$ cat src/rtl/e203_nice_csr_pkg.sv
// Shared constants and types for the NICE-side CSR agent (CSR page 0xE00-0xEFF).
package e203_nice_csr_pkg;

    localparam logic [11:0] NICE_CSR_BASE = 12'hE00;
    // Upper address bits that select the NICE CSR page
    localparam logic [23:0] NICE_CSR_PAGE = 24'(NICE_CSR_BASE >> 8);

    localparam logic [7:0] CTRL_OFS    = 8'd0;
    localparam logic [7:0] STATUS_OFS  = 8'd1;
    localparam logic [7:0] CYCLES_OFS  = 8'd2;
    localparam int         SCRATCH_OFS = 3;

    localparam int CTRL_START_BIT  = 0;
    localparam int CTRL_IRQ_EN_BIT = 1;
    localparam int STATUS_BUSY_BIT = 0;
    localparam int STATUS_DONE_BIT = 1;

    typedef enum logic [1:0] {
        IDLE = 2'd0,
        RUN  = 2'd1,
        DONE = 2'd2
    } nice_seq_e;

endpackage

$ cat src/rtl/e203_nice_csr_regfile_if.sv
// NICE CSR channel between the ALU CSR control stage (master) and the CSR agent (slave).
interface e203_nice_csr_regfile_if;
    logic        nice_csr_valid;
    logic        nice_csr_ready;
    logic [31:0] nice_csr_addr;
    logic        nice_csr_wr;
    logic [31:0] nice_csr_wdata;
    logic [31:0] nice_csr_rdata;

    modport master (
        output nice_csr_valid, nice_csr_addr, nice_csr_wr, nice_csr_wdata,
        input  nice_csr_ready, nice_csr_rdata
    );

    modport slave (
        input  nice_csr_valid, nice_csr_addr, nice_csr_wr, nice_csr_wdata,
        output nice_csr_ready, nice_csr_rdata
    );
endinterface

$ cat src/rtl/e203_nice_csr_seq.sv
// Start/run/done sequencer: BUSY_CYC cycles in RUN per start, sticky DONE until cleared or restarted.
module e203_nice_csr_seq
    import e203_nice_csr_pkg::*;
#(
    parameter int BUSY_CYC = 4
) (
    input  logic clk,
    input  logic rst,
    input  logic start,
    input  logic clr,
    output logic busy,
    output logic done,
    output logic ready
);

    localparam int              CNT_W    = (BUSY_CYC > 1) ? $clog2(BUSY_CYC) : 1;
    localparam logic [CNT_W-1:0] CNT_LOAD = CNT_W'(BUSY_CYC - 1);

    nice_seq_e        state_reg, state_next;
    logic [CNT_W-1:0] cnt_reg, cnt_next;

    always_ff @(posedge clk or posedge rst) begin
        if (rst) begin
            state_reg <= IDLE;
            cnt_reg   <= '0;
        end else begin
            state_reg <= state_next;
            cnt_reg   <= cnt_next;
        end
    end

    // start and clr can only arrive while ready, so RUN ignores them
    always_comb begin
        state_next = state_reg;
        cnt_next   = cnt_reg;
        unique case (state_reg)
            IDLE: begin
                if (start) begin
                    state_next = RUN;
                    cnt_next   = CNT_LOAD;
                end
            end
            RUN: begin
                if (cnt_reg == '0) begin
                    state_next = DONE;
                end else begin
                    cnt_next = cnt_reg - 1'b1;
                end
            end
            DONE: begin
                if (start) begin
                    state_next = RUN;
                    cnt_next   = CNT_LOAD;
                end else if (clr) begin
                    state_next = IDLE;
                end
            end
            default: state_next = IDLE;
        endcase
    end

    assign busy  = (state_reg == RUN);
    assign done  = (state_reg == DONE);
    assign ready = (state_reg != RUN);

endmodule

$ cat src/rtl/e203_nice_csr_regfile.sv
// NICE CSR agent: address decode, CTRL/STATUS/CYCLES/scratch bank, combinational read mux.
// Optional cycle counter CSR enabled by defining E203_NICE_CSR_CYCCNT_EN.
module e203_nice_csr_regfile
    import e203_nice_csr_pkg::*;
#(
    parameter int CSR_NUM  = 8,
    parameter int BUSY_CYC = 4
) (
    input  logic                          clk,
    input  logic                          rst,
    e203_nice_csr_regfile_if.slave        csr,
    output logic                          nice_busy,
    output logic                          nice_irq
);

    localparam int OFS_W = $clog2(CSR_NUM);

    logic [7:0]       offset;
    logic [OFS_W-1:0] off_idx;
    logic             mapped;
    logic             seq_ready;
    logic             seq_done;
    logic             wr_hit;
    logic             ctrl_we;
    logic             status_we;
    logic             start_pulse;
    logic             clr_pulse;
    logic             irq_en_reg;
    logic             irq_reg;
    logic [31:0]      cycles_val;
    logic [31:0]      rdata_mux;
    logic [CSR_NUM-1:0] scratch_we;
    logic [31:0]      scratch_reg [CSR_NUM];

    assign offset  = csr.nice_csr_addr[7:0];
    assign off_idx = offset[OFS_W-1:0];
    assign mapped  = (csr.nice_csr_addr[31:8] == NICE_CSR_PAGE) &&
                     ({1'b0, offset} < 9'(CSR_NUM));

    assign wr_hit      = csr.nice_csr_valid & seq_ready & csr.nice_csr_wr & mapped;
    assign ctrl_we     = wr_hit & (offset == CTRL_OFS);
    assign status_we   = wr_hit & (offset == STATUS_OFS);
    assign start_pulse = ctrl_we & csr.nice_csr_wdata[CTRL_START_BIT];
    assign clr_pulse   = status_we & csr.nice_csr_wdata[STATUS_DONE_BIT];

    e203_nice_csr_seq #(
        .BUSY_CYC (BUSY_CYC)
    ) u_seq (
        .clk   (clk),
        .rst   (rst),
        .start (start_pulse),
        .clr   (clr_pulse),
        .busy  (nice_busy),
        .done  (seq_done),
        .ready (seq_ready)
    );

    always_ff @(posedge clk or posedge rst) begin
        if (rst) begin
            irq_en_reg <= 1'b0;
            irq_reg    <= 1'b0;
        end else begin
            if (ctrl_we) begin
                irq_en_reg <= csr.nice_csr_wdata[CTRL_IRQ_EN_BIT];
            end
            irq_reg <= seq_done & irq_en_reg;
        end
    end

    // Offsets below SCRATCH_OFS are control registers; their scratch slots never load
    for (genvar gi = 0; gi < CSR_NUM; gi++) begin : g_scratch_we
        if (gi >= SCRATCH_OFS) begin : g_rw
            assign scratch_we[gi] = wr_hit & (offset == 8'(gi));
        end else begin : g_ctl
            assign scratch_we[gi] = 1'b0;
        end
    end

    always_ff @(posedge clk or posedge rst) begin
        if (rst) begin
            for (int i = 0; i < CSR_NUM; i++) begin
                scratch_reg[i] <= '0;
            end
        end else begin
            for (int i = 0; i < CSR_NUM; i++) begin
                if (scratch_we[i]) begin
                    scratch_reg[i] <= csr.nice_csr_wdata;
                end
            end
        end
    end

`ifdef E203_NICE_CSR_CYCCNT_EN
    logic [31:0] cycles_reg;

    // Start is only accepted outside RUN, so clear and count never coincide
    always_ff @(posedge clk or posedge rst) begin
        if (rst) begin
            cycles_reg <= '0;
        end else if (start_pulse) begin
            cycles_reg <= '0;
        end else if (nice_busy) begin
            cycles_reg <= cycles_reg + 32'd1;
        end
    end

    assign cycles_val = cycles_reg;
`else
    assign cycles_val = '0;
`endif

    always_comb begin
        rdata_mux = '0;
        if (mapped) begin
            unique case (offset)
                CTRL_OFS: begin
                    rdata_mux[CTRL_IRQ_EN_BIT] = irq_en_reg;
                end
                STATUS_OFS: begin
                    rdata_mux[STATUS_BUSY_BIT] = nice_busy;
                    rdata_mux[STATUS_DONE_BIT] = seq_done;
                end
                CYCLES_OFS: begin
                    rdata_mux = cycles_val;
                end
                default: begin
                    rdata_mux = scratch_reg[off_idx];
                end
            endcase
        end
    end

    assign csr.nice_csr_rdata = rdata_mux;
    assign csr.nice_csr_ready = seq_ready;
    assign nice_irq           = irq_reg;

endmodule

$ cat src/flat_wrapper.sv
// flat-port wrapper written by rule: the top's interface ports become plain ports
module e203_nice_csr_regfile_flat import e203_nice_csr_pkg::*;
#(
    parameter int CSR_NUM  = 8,
    parameter int BUSY_CYC = 4
)
  (clk, rst, nice_busy, nice_irq, csr_nice_csr_valid, csr_nice_csr_addr, csr_nice_csr_wr, csr_nice_csr_wdata, csr_nice_csr_ready, csr_nice_csr_rdata);
  e203_nice_csr_regfile_if csr_i ();
  input  logic clk;
  input  logic rst;
  output logic nice_busy;
  output logic nice_irq;
  input wire logic [$bits(csr_i.nice_csr_valid)-1:0] csr_nice_csr_valid;
  input wire logic [$bits(csr_i.nice_csr_addr)-1:0] csr_nice_csr_addr;
  input wire logic [$bits(csr_i.nice_csr_wr)-1:0] csr_nice_csr_wr;
  input wire logic [$bits(csr_i.nice_csr_wdata)-1:0] csr_nice_csr_wdata;
  output wire logic [$bits(csr_i.nice_csr_ready)-1:0] csr_nice_csr_ready;
  output wire logic [$bits(csr_i.nice_csr_rdata)-1:0] csr_nice_csr_rdata;
  assign csr_i.nice_csr_valid = csr_nice_csr_valid;
  assign csr_i.nice_csr_addr = csr_nice_csr_addr;
  assign csr_i.nice_csr_wr = csr_nice_csr_wr;
  assign csr_i.nice_csr_wdata = csr_nice_csr_wdata;
  assign csr_nice_csr_ready = csr_i.nice_csr_ready;
  assign csr_nice_csr_rdata = csr_i.nice_csr_rdata;
  e203_nice_csr_regfile #(.CSR_NUM(CSR_NUM), .BUSY_CYC(BUSY_CYC)) u_core (.clk(clk), .rst(rst), .csr(csr_i), .nice_busy(nice_busy), .nice_irq(nice_irq));
endmodule
$ cat config.mk
export PLATFORM = sky130hd
export DESIGN_NAME = e203_nice_csr_regfile_flat
export DESIGN_NICKNAME = d
export VERILOG_FILES = /design/src/rtl/e203_nice_csr_pkg.sv /design/src/rtl/e203_nice_csr_regfile_if.sv /design/src/rtl/e203_nice_csr_seq.sv /design/src/rtl/e203_nice_csr_regfile.sv /design/src/flat_wrapper.sv
export SDC_FILE = /design/constraint.sdc
export NUM_CORES = 1
export LEC_CHECK = 0
export ABC_AREA = 1
export BUFFER_PORTS_ARGS = -buffer_cell sky130_fd_sc_hd__clkbuf_2
export CAP_MARGIN = 25
export CORE_MARGIN = 2
export CORE_UTILIZATION = 40
export DETAILED_ROUTE_END_ITERATION = 10
export PLACE_DENSITY_LB_ADDON = 0.15
export REMOVE_ABC_BUFFERS = 1
export SYNTH_ARGS = -nofsm -noshare
export SYNTH_HDL_FRONTEND = slang
export SYNTH_HIERARCHICAL = 1
export SYNTH_SLANG_ARGS = --single-unit
$ cat constraint.sdc
create_clock -name clk -period 6.6 [get_ports clk]
set_input_delay 0.66 -clock clk [delete_from_list [all_inputs] [get_ports clk]]
set_output_delay 0.66 -clock clk [all_outputs]
set_load 0.01 [all_outputs]
==> out/metrics.cfg <==
[pwr]
p_seq_frac = 0.467
p_int_mw = 1.65
peakVddDrop_v = 0.000166
p_leak_nw = 5.23
power_frac_comb = 0.076
power.switching_mw = 0.530
powerDensity_nw_per_um2 = 221
p_sw_frac = 0.243
pwr-share-clk = 0.457

[logic_synthesis]
yosys.area.top_type_share = 0.480
synth_top_area_cell = dfrtp_1
synth-edff-count = 0
synth_area_um2 = 8650
ys_ff_latch = 166
yosys-top-cells-area = dfrtp_1 48%, nand2_1 18%, nand4_1 13%, nor2_1 4.5%, or2_2 3.8%
synth.avg_cell_area_um2 = 7.65
synth_warnings = 6
synth_top_flop_cell = dfrtp_1
syn_inst = 1131
yosysUniqueCellTypes = 25
synthArstFlopShare = 1.00
ys_seq_area_frac = 0.480

[timing]
worst_pin_slew_ns = 1.07
clock_skew_ns = 0.00839
setup-violations-final = 0
max_freq_ghz = 0.249
hold_viol_final = 0
finalCritPeriodShare = 0.610
setup_tns_ns = 0
rsz0062_at_grt = false
slew_viol_final = 0
max-slew-margin-rel = 0.286
min_period_ns = 4.02

[clock_tree]
ctsResizeCount = 0
clock_sinks = 166
cts_tree = done
numCtsBuffers = 17
hold_buffers = 0
root_buffer = clkbuf_16
clkSlewWorstSetupHoldPaths_ns = 0.06
htreeDepth = 4
clock_path_buffers = 2
cts_setup_buffers = 0
clk_latency_ns = 0.43

[placement]
dp_cells = 1436
gp_routability_congestion = 0.766
dp_hpwl_mm = 14.5
portBuffers = 102

[critical_path]
worst-path-max-fanout = 34
end_kind = primary output
cp.required_ns = 5.94
rr_worst_depth = 8
arrival_ns = 3.36
criticalPathCategory = in2out
start_kind = primary input

[routing]
via_per_inst = 5.50
wire_per_inst_um = 18.6
drc = 0
wl_mm = 27.3
drtPass1Iterations = 7
drt_iter0_markers = 705
ant_nets = 0
vias = 8072

[grt]
grt_pass1_wl_mm = 43.5
antenna_found_initial = 1
grt_pass1_vias = 7859
grt_usage = 0.248
overflow = 0
grt_max_degree = 101

[flow_run]
drv_cap = 0

[min_path]
hold_class = in2async

[floorplan]
start_util = 0.409
coreArea_um2 = 21200
ios = 103
fp.dieH_um = 151
rows = 53
fp.dieArea_um2 = 22800
dieWidth_um = 151

[cells_and_area]
area_growth_pct = 13.7
n_antenna_cell = 0
final_common_cell = nand2_1
final_cell_mix = 414 x nand2_1, 176 x nand4_1, 166 x dfrtp_1, 103 x nor2_1, 102 x clkbuf_2
final_cells = 1467
fin_nets = 1249
drive_gt1_frac = 0.182
largest_reg_flops = 160
fin_util = 0.465

[outcome]
outcome = complete, no violations

[stage by stage]
| step | setup slack (ns) | hold WS [ns] | area [um2] | total power [mW] |
|---|---|---|---|---|
| after floorplan | -0.264 | 0.426 | 8210 | 1.12 |
| after global routing | 2.33 | 0.149 | 9840 | 2.25 |
| after global placement | 2.68 | 0.446 | 9260 | 1.20 |
| final | 2.58 | 0.142 | 9840 | 2.18 |
| after CTS | 2.59 | 0.129 | 9840 | 2.20 |
| after detailed placement | 2.59 | 0.451 | 9260 | 1.20 |
[cell families after synthesis]
kind of cell | Yosys count | share of synthesized area
fa+ha+maj | 1 | 0.00145
flops | 166 | 0.480
buf+inv | 116 | 0.0616
simple gates | 790 | 0.419
compound gates | 58 | 0.0380
[synthesized netlist by cell type, types with 2 or more instances]
cell type	number
a21oi_1	18
nor3_1	4
inv_1	21
nor2_2	2
nand3_1	28
buf_2	15
nand2_1	415
o21ai_0	17
nand2_2	3
nor2_1	103
clkbuf_1	63
o211ai_1	6
nor3_2	5
o22ai_1	16
buf_6	10
inv_2	2
or2_2	53
dfrtp_1	166
buf_1	2
nand4_1	176
clkinv_1	2
[metal layers]
metal	up-vias	track usage	wire, um
li1	3890	-	-
met1	3916	0.341	12500
met2	234	0.413	13100
met3	30	0.0383	1380
met4	2	0.0598	348
met5	-	0	11
[critical path: stages]
cell and delay [ns]:
clkbuf_2 0.20, nand2_2 0.71, clkinv_1 0.21, nor3_1 0.29, inv_1 0.13, nand2_1 0.54, buf_4 0.39, nor2_1 0.09
clkbuf_2 0.13
[final cells by class]
| type | instances | area [um2] |
|---|---|---|
| clock buffer | 24 | 482 |
| clock inverter | 7 | 93.8 |
| fill | 2201 | 11300 |
| inverter | 25 | 98.8 |
| multi-input combinational | 849 | 4010 |
| sequential | 166 | 4150 |
| tap | 275 | 344 |
| timing repair buffer | 121 | 653 |
[worst paths after layout]
path                                                        from  slack, ns                             endpoint
max reg2reg                u_core/u_seq/state_reg[0]$_DFFE_PP0P_       3.62  u_core/scratch_reg[143]$_DFFE_PP0P_
min                                                          rst       0.14  u_core/u_seq/cnt_reg[0]$_DFFE_PP0P_
max                                         csr_nice_csr_addr[0]       2.58               csr_nice_csr_rdata[30]
min reg2reg                   u_core/scratch_reg[12]$_DFFE_PP0P_       0.46   u_core/scratch_reg[12]$_DFFE_PP0P_
max in group asynchronous                                    rst       5.05   u_core/scratch_reg[96]$_DFFE_PP0P_
min in group clk              u_core/scratch_reg[12]$_DFFE_PP0P_       0.46   u_core/scratch_reg[12]$_DFFE_PP0P_
[power by group through the flow]
stage	combinational, mW	clock [mW]	sequential, mW
6_report	0.166	0.995	1.02
3_5_place_dp	0.167	0	1.04
3_3_place_gp	0.167	0	1.04
2_1_floorplan	0.0832	0	1.04
5_1_grt	0.184	1.05	1.02
4_1_cts	0.167	1.01	1.02
No activity file was read; power rests on OpenSTA's default activity.
